**config.mk**
```make
export PLATFORM = sky130hd
export DESIGN_NAME = fir_serial_mac
export DESIGN_NICKNAME = d
export VERILOG_FILES = /design/src/rtl/fir_serial_mac.sv
export SDC_FILE = /design/constraint.sdc
export NUM_CORES = 1
export LEC_CHECK = 0
export BUFFER_PORTS_ARGS = -buffer_cell sky130_fd_sc_hd__buf_4
export CAP_MARGIN = 30
export CORE_ASPECT_RATIO = 2
export CORE_MARGIN = 5
export CORE_UTILIZATION = 39
export DETAILED_ROUTE_END_ITERATION = 6
export PLACE_DENSITY = 0.58
export SLEW_MARGIN = 20
export SYNTH_ARGS = -nofsm -noshare
export SYNTH_HDL_FRONTEND = slang
export SYNTH_SLANG_ARGS = --single-unit
```
**constraint.sdc**
```tcl
create_clock -name clock -period 10.3 [get_ports clock]
set_input_delay 2.06 -clock clock [delete_from_list [all_inputs] [get_ports clock]]
set_output_delay 2.06 -clock clock [all_outputs]
set_load 0.005 [all_outputs]
```
**src/rtl/fir_serial_mac.sv**
```systemverilog
// Serial-MAC FIR: one signed multiply-accumulate per cycle over a circular sample history,
// with runtime-writable coefficients and a rounded, saturated Q-format output.
module fir_serial_mac #(
  parameter int WIDTH = 16,
  parameter int NTAPS = 8,
  parameter int FRAC  = 8
) (
  input  logic                       clock,
  input  logic                       nreset,
  input  logic signed [WIDTH-1:0]    xn,
  input  logic                       in_valid,
  output logic                       in_ready,
  output logic signed [WIDTH-1:0]    yn,
  output logic                       out_valid,
  input  logic                       out_ready,
  input  logic                       coef_we,
  input  logic [$clog2(NTAPS)-1:0]   coef_addr,
  input  logic signed [WIDTH-1:0]    coef_data,
  output logic                       busy
);

  localparam int AW   = $clog2(NTAPS);
  localparam int ACCW = 2 * WIDTH + AW;
  localparam int RW   = ACCW + 1;
  localparam int NTM  = NTAPS % (2 ** AW);
  localparam logic [AW-1:0] NT_MOD = NTM[AW-1:0];
  localparam logic [AW-1:0] K_LAST = AW'(NTAPS - 1);
  localparam logic [AW:0]   NT_W   = (AW + 1)'(NTAPS);
  localparam logic signed [RW-1:0] MAXV = RW'((2 ** (WIDTH - 1)) - 1);
  localparam logic signed [RW-1:0] MINV = RW'(-(2 ** (WIDTH - 1)));

  typedef enum logic [1:0] {S_IDLE, S_MAC, S_ROUND, S_OUT} state_t;

  state_t                   state_q, state_d;
  logic signed [WIDTH-1:0]  hist_q [NTAPS];
  logic signed [WIDTH-1:0]  coef_q [NTAPS];
  logic signed [ACCW-1:0]   acc_q;
  logic [AW-1:0]            k_q;
  logic [AW-1:0]            wptr_q;
  logic signed [WIDTH-1:0]  yn_q;

  logic [AW-1:0]            rd_idx;
  logic signed [2*WIDTH-1:0] prod;
  logic signed [RW-1:0]     acc_ext, rnd, shifted;
  logic signed [WIDTH-1:0]  sat;
  logic                     accept, coef_ok;

  // Modulo-NTAPS distance back from the newest sample; correct for non-power-of-2 NTAPS too.
  always_comb rd_idx = wptr_q - k_q + ((wptr_q < k_q) ? NT_MOD : '0);

  assign prod    = hist_q[rd_idx] * coef_q[k_q];
  assign accept  = (state_q == S_IDLE) && in_valid;
  assign coef_ok = (state_q == S_IDLE) && coef_we && ({1'b0, coef_addr} < NT_W);
  assign acc_ext = {acc_q[ACCW-1], acc_q};

  generate
    if (FRAC > 0) begin : g_round
      localparam logic signed [RW-1:0] HALF = RW'(1) << (FRAC - 1);
      assign rnd = acc_ext + HALF;
    end else begin : g_noround
      assign rnd = acc_ext;
    end
  endgenerate

  assign shifted = rnd >>> FRAC;

  always_comb begin
    sat = shifted[WIDTH-1:0];
    if (shifted > MAXV)      sat = MAXV[WIDTH-1:0];
    else if (shifted < MINV) sat = MINV[WIDTH-1:0];
  end

  always_ff @(posedge clock or negedge nreset) begin
    if (!nreset) state_q <= S_IDLE;
    else         state_q <= state_d;
  end

  always_comb begin
    state_d = state_q;
    case (state_q)
      S_IDLE:  if (in_valid) state_d = S_MAC;
      S_MAC:   if (k_q == K_LAST) state_d = S_ROUND;
      S_ROUND: state_d = S_OUT;
      S_OUT:   if (out_ready) state_d = S_IDLE;
      default: state_d = S_IDLE;
    endcase
  end

  always_comb begin
    in_ready  = (state_q == S_IDLE);
    busy      = (state_q != S_IDLE);
    out_valid = (state_q == S_OUT);
  end

  assign yn = yn_q;

  always_ff @(posedge clock or negedge nreset) begin
    if (!nreset) begin
      acc_q  <= '0;
      k_q    <= '0;
      wptr_q <= '0;
      yn_q   <= '0;
      for (int i = 0; i < NTAPS; i++) begin
        hist_q[i] <= '0;
        coef_q[i] <= '0;
      end
    end else begin
      // Coefficient write lands on the accept edge, so that sample already uses it.
      if (coef_ok) coef_q[coef_addr] <= coef_data;
      case (state_q)
        S_IDLE: begin
          if (accept) begin
            hist_q[wptr_q] <= xn;
            acc_q          <= '0;
            k_q            <= '0;
          end
        end
        S_MAC: begin
          acc_q <= acc_q + {{AW{prod[2*WIDTH-1]}}, prod};
          k_q   <= (k_q == K_LAST) ? '0 : k_q + AW'(1);
        end
        S_ROUND: yn_q <= sat;
        S_OUT: begin
          if (out_ready) wptr_q <= (wptr_q == K_LAST) ? '0 : wptr_q + AW'(1);
        end
        default: ;
      endcase
    end
  end

endmodule
```
[Word-level counts from Yosys, hierarchy flattened]
Cells that the tools add are included.
Storage, ports and cells
  register bits: 315
  bits of input ports: 40
  output and inout bits: 19
  logic and storage cells: 83
Operators by class
  add/sub/neg operators: 5
  $mul: 1
  $lt $le $gt $ge: 8
  eq/ne operators: 9
  multiplexer cells: 24
  bitwise operators: 4
  reduce and logical (&&, ||, !) cells: 11
Operators with widths (count)
  bitwise mux 128 bit: 2
  2-to-1 mux 16 bit: 8
  binary-select mux 16 bit (select 3 bit): 2
  demux 16 bit (select 3 bit): 2
  one-hot mux 35 bit (2 select lines): 1
  adder 35 x 9 -> 36 bit, second input constant: 1
  adder 35 bit: 1
  2-to-1 mux 35 bit: 1
  multiplier 16 x 16 -> 32 bit: 1
  > comparator 28 x 16 -> 1 bit, second input constant: 1
  < comparator 28 x 16 -> 1 bit, second input constant: 1
  >= comparator 4 bit, second input constant: 4
  inverter 3 -> 4 bit: 4
  2-to-1 mux 3 bit: 3
  < comparator 4 x 1 -> 1 bit, second input constant: 2
  one-hot mux 2 bit (4 select lines): 1
  adder 3 x 1 -> 3 bit, second input constant: 2
  equality test 3 bit, second input constant: 2
  2-to-1 mux 2 bit: 3
  one-hot mux 3 bit (2 select lines): 1
  AND reduction 2 bit: 3
  equality test 2 bit, second input constant: 2
  logical AND 1 bit: 4
  != test 2 x 1 -> 1 bit, second input constant: 2
  other kinds (6): 8

[Depth between registers and ports, before layout]
  word-level depth: 8
  gate-level depth with buffers: 45
  depth with buffers taken out: 43

[Worst setup path after synthesis]
Ideal clock, no wire load.
  path kind: register -> register
  from: register k_q[1]
  to: register acc_q[34]
  setup time: 127 ps
  data arrival time: 11203 ps
  data required time: 10173 ps
  path slack: -1030 ps
  cell stages (with the launch flop): 44
  buffers on the path: 4
  clock period less this slack: 11330 ps
  path through: dfrtp_1 clkbuf_1 buf_1 inv_1 fa_1 xor2_1 xnor2_1 clkbuf_1 buf_1 mux4_2 mux2i_1 nor2_1 fa_1 inv_1 fa_1 fa_1 inv_1 fa_1 [8 not listed] a21oi_1 o21a_1 o21a_1 o21ai_0 a21boi_0 or4b_2 o2111ai_1 ha_1 a21oi_1 o21ai_0 a31oi_1 a21oi_1 nor3_1 a2111oi_0 a2111oi_0 xnor3_1 a21oi_1 o22ai_1
On the way
  longest elaborated chain between the ends: 8
  elaborated cells on any way between the ends: 12
  classes of those cells: add/sub: 2; mul: 1; mux: 7; bitwise: 2
RTL lines
  start: declaration: RTL line 38  | logic [AW-1:0] k_q;
  start signal: assignment: RTL line 120  | k_q <= (k_q == K_LAST) ? '0 : k_q + AW'(1);
  subtractor 3 bit: RTL line 49  | always_comb rd_idx = wptr_q - k_q + ((wptr_q < k_q) ? NT_MOD : '0);
  inverter 3 -> 4 bit (not written as such): RTL line 51  | assign prod = hist_q[rd_idx] * coef_q[k_q];
  binary-select mux 16 bit (select 3 bit): RTL line 51
  2-to-1 mux 16 bit (not written as such) (2 in series): RTL line 51
  multiplier 16 x 16 -> 32 bit (*): RTL line 51
  adder 35 bit (*): RTL line 119  | acc_q <= acc_q + {{AW{prod[2*WIDTH-1]}}, prod};
  one-hot mux 35 bit (2 select lines) (*): RTL line 110  | case (state_q)
  end signal: assignment: RTL line 119
  end: declaration: RTL line 37  | logic signed [ACCW-1:0] acc_q;
Every way passes the cells marked *; elsewhere a longest branch is shown, timed or not. The select of a mux whose other input is x is not followed.
A chain may end at the register's enable or synchronous reset.

[Final worst setup path]
  from: register wptr_q[0]
  to: register acc_q[34]
On the way
  longest elaborated chain between the ends: 8
RTL lines
  start: declaration: RTL line 39  | logic [AW-1:0] wptr_q;
  start signal: assignment: RTL line 124  | if (out_ready) wptr_q <= (wptr_q == K_LAST) ? '0 : wptr_q + AW'(1);
  subtractor 3 bit: RTL line 49
  inverter 3 -> 4 bit (not written as such): RTL line 51
  binary-select mux 16 bit (select 3 bit): RTL line 51
  2-to-1 mux 16 bit (not written as such) (2 in series): RTL line 51
  multiplier 16 x 16 -> 32 bit: RTL line 51
  adder 35 bit: RTL line 119
  one-hot mux 35 bit (2 select lines): RTL line 110
No other way between the ends. The select of a mux whose other input is x is not followed.

==> metrics.txt <==
Post-Layout Cell Count 3,488; reg-to-reg critical path startpoint wptr_q[0]; Slew @ Worst Pin 0.885 ns; Final period util 96.8%; # IOs 59; Vias 18,055; number of max-cap violations 0; crit-path max cell delay ~0.55 ns; worst path arrival time between 10 and 15 ns; I/O Buffers between 50 and 60; synth unique cells 69; clk sink count 315; largest net degree at the start of global routing about 180; Post-synth EDFFs 0; CTS buffer count 29; share of layout cells above drive strength 1 30.8%; Worst Setup End Kind register; critical path type reg2reg; Slew Limit Fails 0; Final Net Count 3,022; initial antenna violation count 2; Max Clk Rate about 100 MHz; WL/cell 20.0 um; Root Driver clkbuf_16; Post-Synthesis Cells 2,326; vias in the first global route 20,506; Hold Startpoint yn[12]; Hold WC Path Type reg2reg; Die H ~370 um; routed wire length ~70,000 um; WHS approximately 0.48 ns; Hold Fails Final Rpt 0; synthesized cell area about 26,000 um2; DP HPWL 55,800 um; register area share after synthesis roughly 31%; final setup vio count 0; clock skew 0.0129 ns; Initial DRT Pass Iterations 5; Area Growth Syn to Fin 18.8%; Max-Slew Margin vs Limit 40.8%; kind of cell adding the most delay to the critical path adder cells; Worst Setup Start Kind register; worst-path maximum fanout 7; most frequent cells after synthesis 358 x inv_1, 315 x dfrtp_1, 278 x mux2_2; CTS H-tree lvls 1; Crit path buffers/inverters 9; Final TNS setup 0 ns; min cycle time layout 9.97 ns; cell repeated most along the worst path fa_1; GP Congestion 0.932; Die W 192 um; Synth Area per Inst 11.1 um2; GRT Residual Overflow 0; outcome finished clean; maximum buffer depth of the clock tree 3; Reg clk slew, reported paths 0.07 ns; ant diodes 0; Yosys warnings 0; cell taking the most area after synthesis dfrtp_1; DRC Markers 0; Crit. Startpoint wptr_q[0]; top-area cell type share of the netlist area 30.5%; global-route wire length before repair 111,000 um; Synth async-reset ratio 100%; top post-synthesis cells by area dfrtp_1 31%, fa_1 20%, mux2_2 12%, ha_1 6.2%, mux4_2 5.6%; Layout Utilization 46.7%; Mapped Nets 2,757; Placed Cells 3,413; CP required 10.78 ns; core area 65,700 um2; CTS tree built; Reg area 7880 um2; Initial DRC Count 707; Initial Util 39.3%; Routed Antenna Nets 0; row count 133; Multi-input gate area 16,900 um2; post-synthesis register bit count 315; fill count 6,102; CP max stage cell fa_1; dominant synthesized flop cell dfrtp_1; Clk Latency, worst-skew pair 0.60 ns; count leader, synth inv_1; average via count per standard cell around 5.2; gr usage total 19.8%; full die area 71,700 um2
registers in the layout (all words and copies together), names as in the netlist:
register / flops
acc_q: 35
coef_q: 128
hist_q: 128
k_q: 3
state_q: 2
yn: 16
wptr_q: 3
stage by stage:
| stage | instance area (um2) | setup WS [ns] |
|---|---|---|
| after floorplan | 25900 | 0.0124 |
| after CTS | 30200 | -0.0181 |
| after global routing | 30700 | -0.0635 |
| final | 30700 | 0.327 |
| after global placement | 29000 | -0.411 |
| after detailed placement | 29000 | -0.565 |
cells in the final DEF, fill, tap and decap left out, types with 6 or more instances in the layout:
master       n
nor3_1      15
nor2_1     168
o21bai_1     9
a21o_1      21
and2_1       6
and3_1       8
buf_4      282
a21oi_2      9
nand2b_1    25
o21a_1      21
nor2b_1      6
buf_6        9
dfrtp_1    314
or2_2       13
mux4_2      64
ha_1       121
a21oi_1     41
clkbuf_16   29
mux2i_1     23
o21ai_2      7
o211ai_1    13
inv_1      354
nand2_1    177
or3_1        6
xnor2_1     41
fa_2         6
o21ai_1      6
xor2_1      33
o21ai_0     50
nand3_1     22
mux2_2     273
fa_1       258
nand4_1      9
clkbuf_1     6
buf_12      12
o31ai_1      8
final cells by class:
type,instances,area share [%]
Timing Repair Buffer,308,8.34
Clock inverter,11,0.363
Inverter,358,4.38
Sequential cell,315,25.7
Clock buffer,40,2.66
Tap cell,877,3.58
Multi-Input combinational cell,1579,55.0
layer usage:
| metal | track usage, % | part of all wire, % | vias to the layer above |
|---|---|---|---|
| met4 | 10.5 | 6.5 | 2 |
| li1 | - | - | 8240 |
| met2 | 39.2 | 57 | 354 |
| met3 | 2.08 | 2.8 | 181 |
| met5 | 0 | 0.029 | - |
| met1 | 19.8 | 34 | 9278 |
worst register-to-register path: cells and delay by family, from the launching register on:
| family | cells | cell delay, ns |
|---|---|---|
| xor+xnor | 3 | 0.66 |
| simple gates | 4 | 0.89 |
| fa+ha+maj | 10 | 4.09 |
| compound gates | 16 | 2.47 |
| mux | 2 | 0.60 |
| buf+inv | 9 | 0.78 |
| flops | 1 | 0.38 |
cells by family after synthesis:
kind of cell	Yosys count	synth area share (%)
mux	373	18.9
buf+inv	432	6.34
compound gates	243	6.28
fa+ha+maj	391	26.6
flops	315	30.5
simple gates	495	8.63
xor+xnor	77	2.67
timing repair:
item	CTS	global route
endpoints found under the setup margin	7	9
gates resized for setup	29	76
hold buffers	0	0
cloned	1	0
setup buffers	7	17
pin swaps	21	60
final timing paths:
path	endpoint	slack (ns)	cells after the start
max	acc_q[34]	0.33	44
min	yn[12]	0.48	1
max reg2reg	acc_q[34]	0.33	44
min reg2reg	yn[12]	0.48	1
max in group asynchronous	hist_q[104]	7.46	3
min in group asynchronous	coef_q[125]	1.42	1
Power is not shown: default switching activity piles up to over one toggle a cycle in this logic, so the estimate is an artifact.
